$ cat src/rtl/rriot_pkg.sv
// rriot_pkg
// Shared types and address-map constants for the RRIOT bus sequencer.
//   tgt_e        : decoded target of one bus cycle
//   bus_state_e  : bus sequencer FSM states
//   decode_tgt   : priority decode of cs_n / rs / bus_a to a target
//   remap_addr   : CPU address to the selected block's local address
package rriot_pkg;

   typedef enum logic [2:0] {
      TGT_NONE,
      TGT_ROM,
      TGT_RAM,
      TGT_IO,
      TGT_TIMER
   } tgt_e;

   typedef enum logic [2:0] {
      IDLE,
      SETUP,
      STROBE,
      WAIT,
      HOLD
   } bus_state_e;

   localparam int RAM_SEL_BIT = 6;  // 0 selects RAM when not ROM space
   localparam int TMR_SEL_BIT = 2;  // 0 selects IO, 1 selects timer
   localparam int TMR_IRQ_BIT = 3;  // CPU A3 becomes timer local A2 (irq enable)

   // Priority: chip select, then ROM space, then RAM, then IO, else timer.
   function automatic tgt_e decode_tgt(input logic cs_n, input logic rs,
                                       input logic [9:0] a);
      tgt_e t;
      if (cs_n)                  t = TGT_NONE;
      else if (rs)               t = TGT_ROM;
      else if (!a[RAM_SEL_BIT])  t = TGT_RAM;
      else if (!a[TMR_SEL_BIT])  t = TGT_IO;
      else                       t = TGT_TIMER;
      return t;
   endfunction

   // A miss keeps the raw address; no enable fires so its value is unused.
   function automatic logic [9:0] remap_addr(input tgt_e t, input logic [9:0] a);
      logic [9:0] r;
      case (t)
         TGT_ROM:   r = a;
         TGT_RAM:   r = {4'b0, a[5:0]};
         TGT_IO:    r = {8'b0, a[1:0]};
         TGT_TIMER: r = {7'b0, a[TMR_IRQ_BIT], a[1:0]};
         default:   r = a;
      endcase
      return r;
   endfunction

endpackage

$ cat src/rtl/rriot_bus_ctrl_phi2_sync.sv
// phi2_sync
// Brings the asynchronous 6502 phi2 clock into the clk domain with a
// two-flop synchroniser, then compares against one more register to form
// single-clk rise and fall pulses.
//   clk, rst_n : core clock, async active-low reset
//   phi2       : raw phase-2 clock
//   rise, fall : one-clk pulses on synchronised phi2 edges
module phi2_sync (
   input  logic clk,
   input  logic rst_n,
   input  logic phi2,
   output logic rise,
   output logic fall
);

   logic s1_q;
   logic s2_q;
   logic prev_q;

   always_ff @(posedge clk or negedge rst_n) begin
      if (!rst_n) begin
         s1_q   <= 1'b0;
         s2_q   <= 1'b0;
         prev_q <= 1'b0;
      end else begin
         s1_q   <= phi2;
         s2_q   <= s1_q;
         prev_q <= s2_q;
      end
   end

   assign rise = s2_q & ~prev_q;
   assign fall = ~s2_q & prev_q;

endmodule

$ cat src/rtl/rriot_bus_ctrl.sv
// rriot_bus_ctrl
// Bus-side sequencer for the RRIOT cluster (ROM, RAM, IO port, timer).
// Each phi2-high period becomes at most one single-clk enable strobe to the
// decoded sub-block; read data is captured and held on cpu_do with cpu_oe
// until phi2 falls.
//   clk, rst_n          : core clock, async active-low reset
//   phi2, cs_n, rs      : CPU-side clock, chip select, ROM select
//   bus_a, bus_rw, bus_di : CPU address, read(1)/write(0), write data
//   cpu_do, cpu_oe      : read data to CPU and its drive enable
//   sub_we_n, sub_a, sub_di : latched write qualifier, local address, data
//   rom_en .. timer_en  : one-clk enables, at most one high
//   rom_do .. timer_do  : sub-block read data
//   dbg_state           : current sequencer state
//
// Handshake: a sub-block is selected only in the single STROBE clk when its
// *_en is high; it must present read data on *_do within RD_LAT clks, when
// it is sampled once. There is no back-pressure.
module rriot_bus_ctrl
   import rriot_pkg::*;
#(
   parameter int SETUP_CYC = 2,
   parameter int RD_LAT    = 1
) (
   input  logic       clk,
   input  logic       rst_n,
   input  logic       phi2,
   input  logic       cs_n,
   input  logic       rs,
   input  logic [9:0] bus_a,
   input  logic       bus_rw,
   input  logic [7:0] bus_di,
   output logic [7:0] cpu_do,
   output logic       cpu_oe,
   output logic       sub_we_n,
   output logic [9:0] sub_a,
   output logic [7:0] sub_di,
   output logic       rom_en,
   output logic       ram_en,
   output logic       io_en,
   output logic       timer_en,
   input  logic [7:0] rom_do,
   input  logic [7:0] ram_do,
   input  logic [7:0] io_do,
   input  logic [7:0] timer_do,
   output bus_state_e dbg_state
);

   localparam logic [3:0] SETUP_LD  = 4'(SETUP_CYC);
   localparam logic [3:0] RD_LAT_M1 = 4'(RD_LAT - 1);

   logic       rise;
   logic       fall;

   bus_state_e state_q, state_d;
   logic [3:0] cnt_q, cnt_d;
   logic       fall_seen_q, fall_seen_d;
   tgt_e       tgt_q;
   tgt_e       tgt_dec;

   logic       latch_en;
   logic       capture_en;
   logic       oe_set;
   logic       oe_clr;
   logic [7:0] rd_mux;

   phi2_sync u_sync (
      .clk   (clk),
      .rst_n (rst_n),
      .phi2  (phi2),
      .rise  (rise),
      .fall  (fall)
   );

   assign tgt_dec = decode_tgt(cs_n, rs, bus_a);

   always_ff @(posedge clk or negedge rst_n) begin
      if (!rst_n) begin
         state_q     <= IDLE;
         cnt_q       <= 4'd0;
         fall_seen_q <= 1'b0;
      end else begin
         state_q     <= state_d;
         cnt_q       <= cnt_d;
         fall_seen_q <= fall_seen_d;
      end
   end

   // A fall seen during STROBE/WAIT is remembered so the cycle still
   // completes its capture but never drives the CPU bus afterwards.
   always_comb begin
      state_d     = state_q;
      cnt_d       = cnt_q;
      fall_seen_d = fall_seen_q;
      latch_en    = 1'b0;
      capture_en  = 1'b0;
      oe_set      = 1'b0;
      oe_clr      = 1'b0;
      case (state_q)
         IDLE: begin
            fall_seen_d = 1'b0;
            if (rise) begin
               cnt_d   = SETUP_LD;
               state_d = SETUP;
            end
         end
         SETUP: begin
            if (fall) begin
               state_d = IDLE;
            end else if (cnt_q == 4'd0) begin
               latch_en = 1'b1;
               state_d  = STROBE;
            end else begin
               cnt_d = cnt_q - 4'd1;
            end
         end
         STROBE: begin
            if (fall) fall_seen_d = 1'b1;
            if (tgt_q != TGT_NONE && sub_we_n) begin
               cnt_d   = RD_LAT_M1;
               state_d = WAIT;
            end else begin
               state_d = HOLD;
            end
         end
         WAIT: begin
            if (fall) fall_seen_d = 1'b1;
            if (cnt_q == 4'd0) begin
               capture_en = 1'b1;
               if (fall || fall_seen_q) begin
                  state_d = IDLE;
               end else begin
                  oe_set  = 1'b1;
                  state_d = HOLD;
               end
            end else begin
               cnt_d = cnt_q - 4'd1;
            end
         end
         HOLD: begin
            if (fall || fall_seen_q) begin
               oe_clr  = 1'b1;
               state_d = IDLE;
            end
         end
         default: state_d = IDLE;
      endcase
   end

   always_comb begin
      rd_mux = 8'h00;
      case (tgt_q)
         TGT_ROM:   rd_mux = rom_do;
         TGT_RAM:   rd_mux = ram_do;
         TGT_IO:    rd_mux = io_do;
         TGT_TIMER: rd_mux = timer_do;
         default:   rd_mux = 8'h00;
      endcase
   end

   always_ff @(posedge clk or negedge rst_n) begin
      if (!rst_n) begin
         tgt_q    <= TGT_NONE;
         sub_a    <= 10'd0;
         sub_di   <= 8'd0;
         sub_we_n <= 1'b1;
         cpu_do   <= 8'd0;
         cpu_oe   <= 1'b0;
      end else begin
         if (latch_en) begin
            tgt_q    <= tgt_dec;
            sub_a    <= remap_addr(tgt_dec, bus_a);
            sub_di   <= bus_di;
            sub_we_n <= bus_rw;
         end
         if (capture_en) cpu_do <= rd_mux;
         if (oe_set)      cpu_oe <= 1'b1;
         else if (oe_clr) cpu_oe <= 1'b0;
      end
   end

   // Enables are a pure decode of the STROBE state, so they clear the
   // instant reset forces IDLE.
   assign rom_en    = (state_q == STROBE) && (tgt_q == TGT_ROM);
   assign ram_en    = (state_q == STROBE) && (tgt_q == TGT_RAM);
   assign io_en     = (state_q == STROBE) && (tgt_q == TGT_IO);
   assign timer_en  = (state_q == STROBE) && (tgt_q == TGT_TIMER);
   assign dbg_state = state_q;

endmodule

$ cat config.mk
export PLATFORM = sky130hd
export DESIGN_NAME = rriot_bus_ctrl
export DESIGN_NICKNAME = d
export VERILOG_FILES = /design/src/rtl/rriot_pkg.sv /design/src/rtl/rriot_bus_ctrl_phi2_sync.sv /design/src/rtl/rriot_bus_ctrl.sv
export SDC_FILE = /design/constraint.sdc
export NUM_CORES = 1
export LEC_CHECK = 0
export ABC_AREA = 1
export CAP_MARGIN = 20
export CELL_PAD_IN_SITES_DETAIL_PLACEMENT = 1
export CELL_PAD_IN_SITES_GLOBAL_PLACEMENT = 2
export CORE_UTILIZATION = 20
export CTS_CLUSTER_SIZE = 20
export DETAILED_ROUTE_END_ITERATION = 16
export MAX_ROUTING_LAYER = met4
export PLACE_DENSITY_LB_ADDON = 0.1
export REMOVE_ABC_BUFFERS = 1
export SLEW_MARGIN = 10
export SYNTH_ARGS = -nofsm -noshare
export SYNTH_HDL_FRONTEND = slang
export SYNTH_HIERARCHICAL = 1
export SYNTH_SLANG_ARGS = --single-unit
$ cat constraint.sdc
create_clock -name clk -period 1.35 [get_ports clk]
set_input_delay 0.135 -clock clk [delete_from_list [all_inputs] [get_ports clk]]
set_output_delay 0.135 -clock clk [all_outputs]
set_load 0.01 [all_outputs]
==> summary.md, run 1 <==
| Metric | Value |
|---|---|
| Status | finished with violations |
| Failing checks | setup timing |
| DIE HEIGHT | approximately 110 microns |
| Post-placement cell area | 3488 sq um |
| Clk sinks | between 40 and 50 |
| IO Port Bufs | 90 |
| Fin Hold WS | 0.2621 ns |
| Final Non-Filler Cells | between 500 and 600 |
| F_max | around 670 MHz |
| Total of max-cap violations | 0 |
| Grt ovf | 0 |
| FF-to-FF End | sub_a[3] |
| Yosys reg bits | between 40 and 50 |
| Hold Path End | u_sync/s1_q |
| Setup TNS | -1.584 ns |
| Die Wd | roughly 110 microns |
| Final Cycle Share | 110.6% |
| CTS HTree Levels | 2 |
| Vias per cell | 4.284 |
| Dpl cells | approximately 540 |
| Fill count | 1257 |
| RSZ-0062 raised after global routing | true |
| Root buffer cell | clkbuf_8 |
| CP max FO | 4 |
| Total chip power | around 8.6 mW |
| Final setup margin | -0.1435 ns |
| Layout net count | approximately 490 |
| Number of buffers created by CTS | 5 |
| Sequential share of the synthesized area | between 40% and 50% |
| Iter 0 DRT Violations | between 80 and 90 |
| Syn Std Cell Area | between 2000 and 2500 sq um |
| Core Area | 10370 sq um |
| Fraction of registers with async set/reset | 100.0% |
| Final core utilization | between 30 and 40% |
| RR Startpoint | dbg_state[2] |
| Initial antenna violation count | 0 |
| Post-synth top flop | dfrtp_1 |
| Initial Utilization | 20.68% |
| Number of global-route vias before repair | between 2000 and 3000 |
| Critical path launch point type | flop |
| Post-Syn Instances | around 290 |
| Hold Crit Depth | 1 |
| First-pass GRT wire length | 13.05 mm |
| Post-route ant nets | 0 |
| Final instance area | 4063 sq um |
| Vias | ~2400 |
| Clock Tree Buf Depth | 2 |
| Met3 WL post-DR | approximately 280 microns |
| DIE AREA | 11140 sq um |
| Maximum number of pins on one net before global-route repair | 27 |
| Maximum VDD drop | between 0.7 and 0.8 mV |
| Yosys Warn Count | 6 |
| Unique masters post-synth | 24 |
| Critical setup path kind | flop to output port |
| FF-to-FF setup slack | -0.09 ns |
| Hold Crit Class | primary input to flop |
| DP HPWL | between 5 and 6 mm |
| Slew headroom | between 70 and 80% |
| Antenna diodes | 0 |
| DRC errors left | 0 |
| Final Hold Viols | 0 |
| Gr usage total | 15.27% |
| Skew-Pair Late Insertion Delay | roughly 0.30 ns |
| Avg Cell Area, Syn | approximately 7.5 sq um |
| Worst Tran Pin Value | around 0.43 ns |
| Clock-pin slew on the worst setup and hold paths | roughly 0.09 ns |
| Met2 WL | slightly above 4 mm |
| Final slew viol count | 0 |
| Ports | roughly 90 |
| Final Setup Violations | 32 |
| Worst Path Required | between 1 and 1.5 ns |
| Drt pass-1 iters | 4 |
| Worst Setup End Kind | output port |
| Arr. time, crit path | about 1.4 ns |
| WL final | ~7.8 mm |
| Clk_skew | 0.01502 ns |
| Number of flops mapped to enable cells by yosys | 0 |
| Critical Path Start | dbg_state[2] |
| TritonCTS clock tree | done |
| Top Layer Used | met4 |
| WL per Instance | 13.67 microns |
| Worst Reg-to-Reg Cells | 7 |
| Layout cells sized above 1 | about 28% |
| Pwr Density | around 2100 nW/um^2 |
| WL met1 | 3.342 mm |
| P_leak | a little over 2 nW |
| Dpl ws | -0.4369 ns |
| # rows | 37 |
| GPL Wtd Cong | about 0.74 |
| Synth-to-Final Area Change | 89.44% |
| Min-delay src | phi2 |
| Minimum clock period | approximately 1.5 ns |
area by class of cell:
cell class	count	area (sq um)	share of cell area, %
Inverter	20	82.58	2.033
Multi-Input combinational cell	215	1176	28.95
Clock buffer	6	82.58	2.033
Sequential cell	42	1056	25.99
Clock inverter	2	16.27	0.4004
Tap cell	136	170.2	4.188
Timing Repair Buffer	149	1479	36.40
per-layer routing:
layer	GRT usage (%)	up-vias
met5	-	-
met4	3.274	0
met3	2.474	5
met2	28.34	53
met1	17.20	1153
li1	-	1231
power by group:
group	switching (mW)	leakage (nW)	internal (mW)
combinational	2.74	1.47	2.72
clock	0.492	0.0478	0.422
sequential	0.378	0.505	1.85
cell families (layout without fill, tap and decap cells):
| group | count (synthesis) | count (layout) | synth area share (%) |
|---|---|---|---|
| DFF | 42 | 42 | 49.07 |
| adders and majority gates | 2 | 2 | 1.167 |
| and+or+nand+nor | 175 | 175 | 35.06 |
| AOI/OAI and AO/OA | 37 | 37 | 8.927 |
| xor gates and xnor gates | 1 | 1 | 0.4085 |
| buffers and inverters | 29 | 177 | 5.368 |
Yosys cell counts, types with 2 or more instances:
cell type,count,share of area [%]
nand3_1,22,5.1
nor2_1,17,3.0
nand2_1,114,20
nor4_1,4,1.2
dfrtp_1,41,48
a21oi_1,9,2.1
o21ai_0,4,0.93
nor3_2,2,0.93
o21ai_1,22,5.1
inv_1,15,2.6
buf_2,2,0.47
ha_1,2,1.2
clkbuf_1,6,1.1
inv_2,5,0.88
nand4_1,9,2.6
nor2_2,4,1.2
how the worst max path moves through the flow:
| stage | to |
|---|---|
| detailed placement | ram_en |
| global route | ram_en |
| CTS | ram_en |
| finish | timer_en |
| global placement | io_en |
| floorplan | sub_a[2] |
worst max-delay path, cell delays in order (launching register included):
cell     delay [ns]
dfrtp_1        0.40
inv_2          0.08
nand2_4        0.06
nor2_4         0.12
inv_4          0.07
nor4_2         0.16
buf_2          0.18
timing repair:
item                       CTS  global route
setup endpoints to repair   52            55
cloned                       3             0
pin swaps                    8            20
hold buffers                 1             0
gates resized for setup     76            57
hold endpoints to repair    15             0
buffers inserted            15             8
registers in the layout, indices dropped and copies added (netlist names), 3 cells and up:
name,cells
cpu_do,8
cnt_q,4
sub_di,8
tgt_q,3
dbg_state,3
sub_a,10
cell usage in the layout (no fill, tap or decap), types with 2 or more instances in the layout:
master | synthesis | layout
dfrtp_1 | 41 | 38
o21ai_1 | 22 | 22
o21ai_2 | 0 | 2
nand4_1 | 9 | 9
nor2_2 | 4 | 3
o21ai_0 | 4 | 2
nor4_2 | 0 | 2
inv_2 | 5 | 6
clkbuf_8 | 0 | 6
inv_4 | 0 | 3
nand3_1 | 22 | 20
buf_2 | 2 | 5
nand2_4 | 0 | 8
nor2_1 | 17 | 14
dlymetal6s2s_1 | 0 | 10
a21oi_1 | 9 | 9
buf_12 | 0 | 6
dlygate4sd2_1 | 0 | 18
buf_4 | 1 | 38
inv_1 | 15 | 11
nor2_4 | 0 | 4
dfrtp_2 | 0 | 3
clkdlybuf4s50_1 | 0 | 55
nor3_4 | 0 | 2
nand2_1 | 114 | 96
buf_6 | 0 | 14
nand2_2 | 1 | 11
Note: power is estimated with default switching activity, not from simulation.
==> run 2: changes to the inputs <==
--- a/config.mk
+++ b/config.mk
@@ -10,7 +10,6 @@
 export CELL_PAD_IN_SITES_DETAIL_PLACEMENT = 1
 export CELL_PAD_IN_SITES_GLOBAL_PLACEMENT = 2
 export CORE_UTILIZATION = 20
-export CTS_CLUSTER_SIZE = 20
 export DETAILED_ROUTE_END_ITERATION = 16
 export MAX_ROUTING_LAYER = met4
 export PLACE_DENSITY_LB_ADDON = 0.1
==> results of run 2 <==
Same layout as run 1: the final DEF is identical, and so are final timing and power.
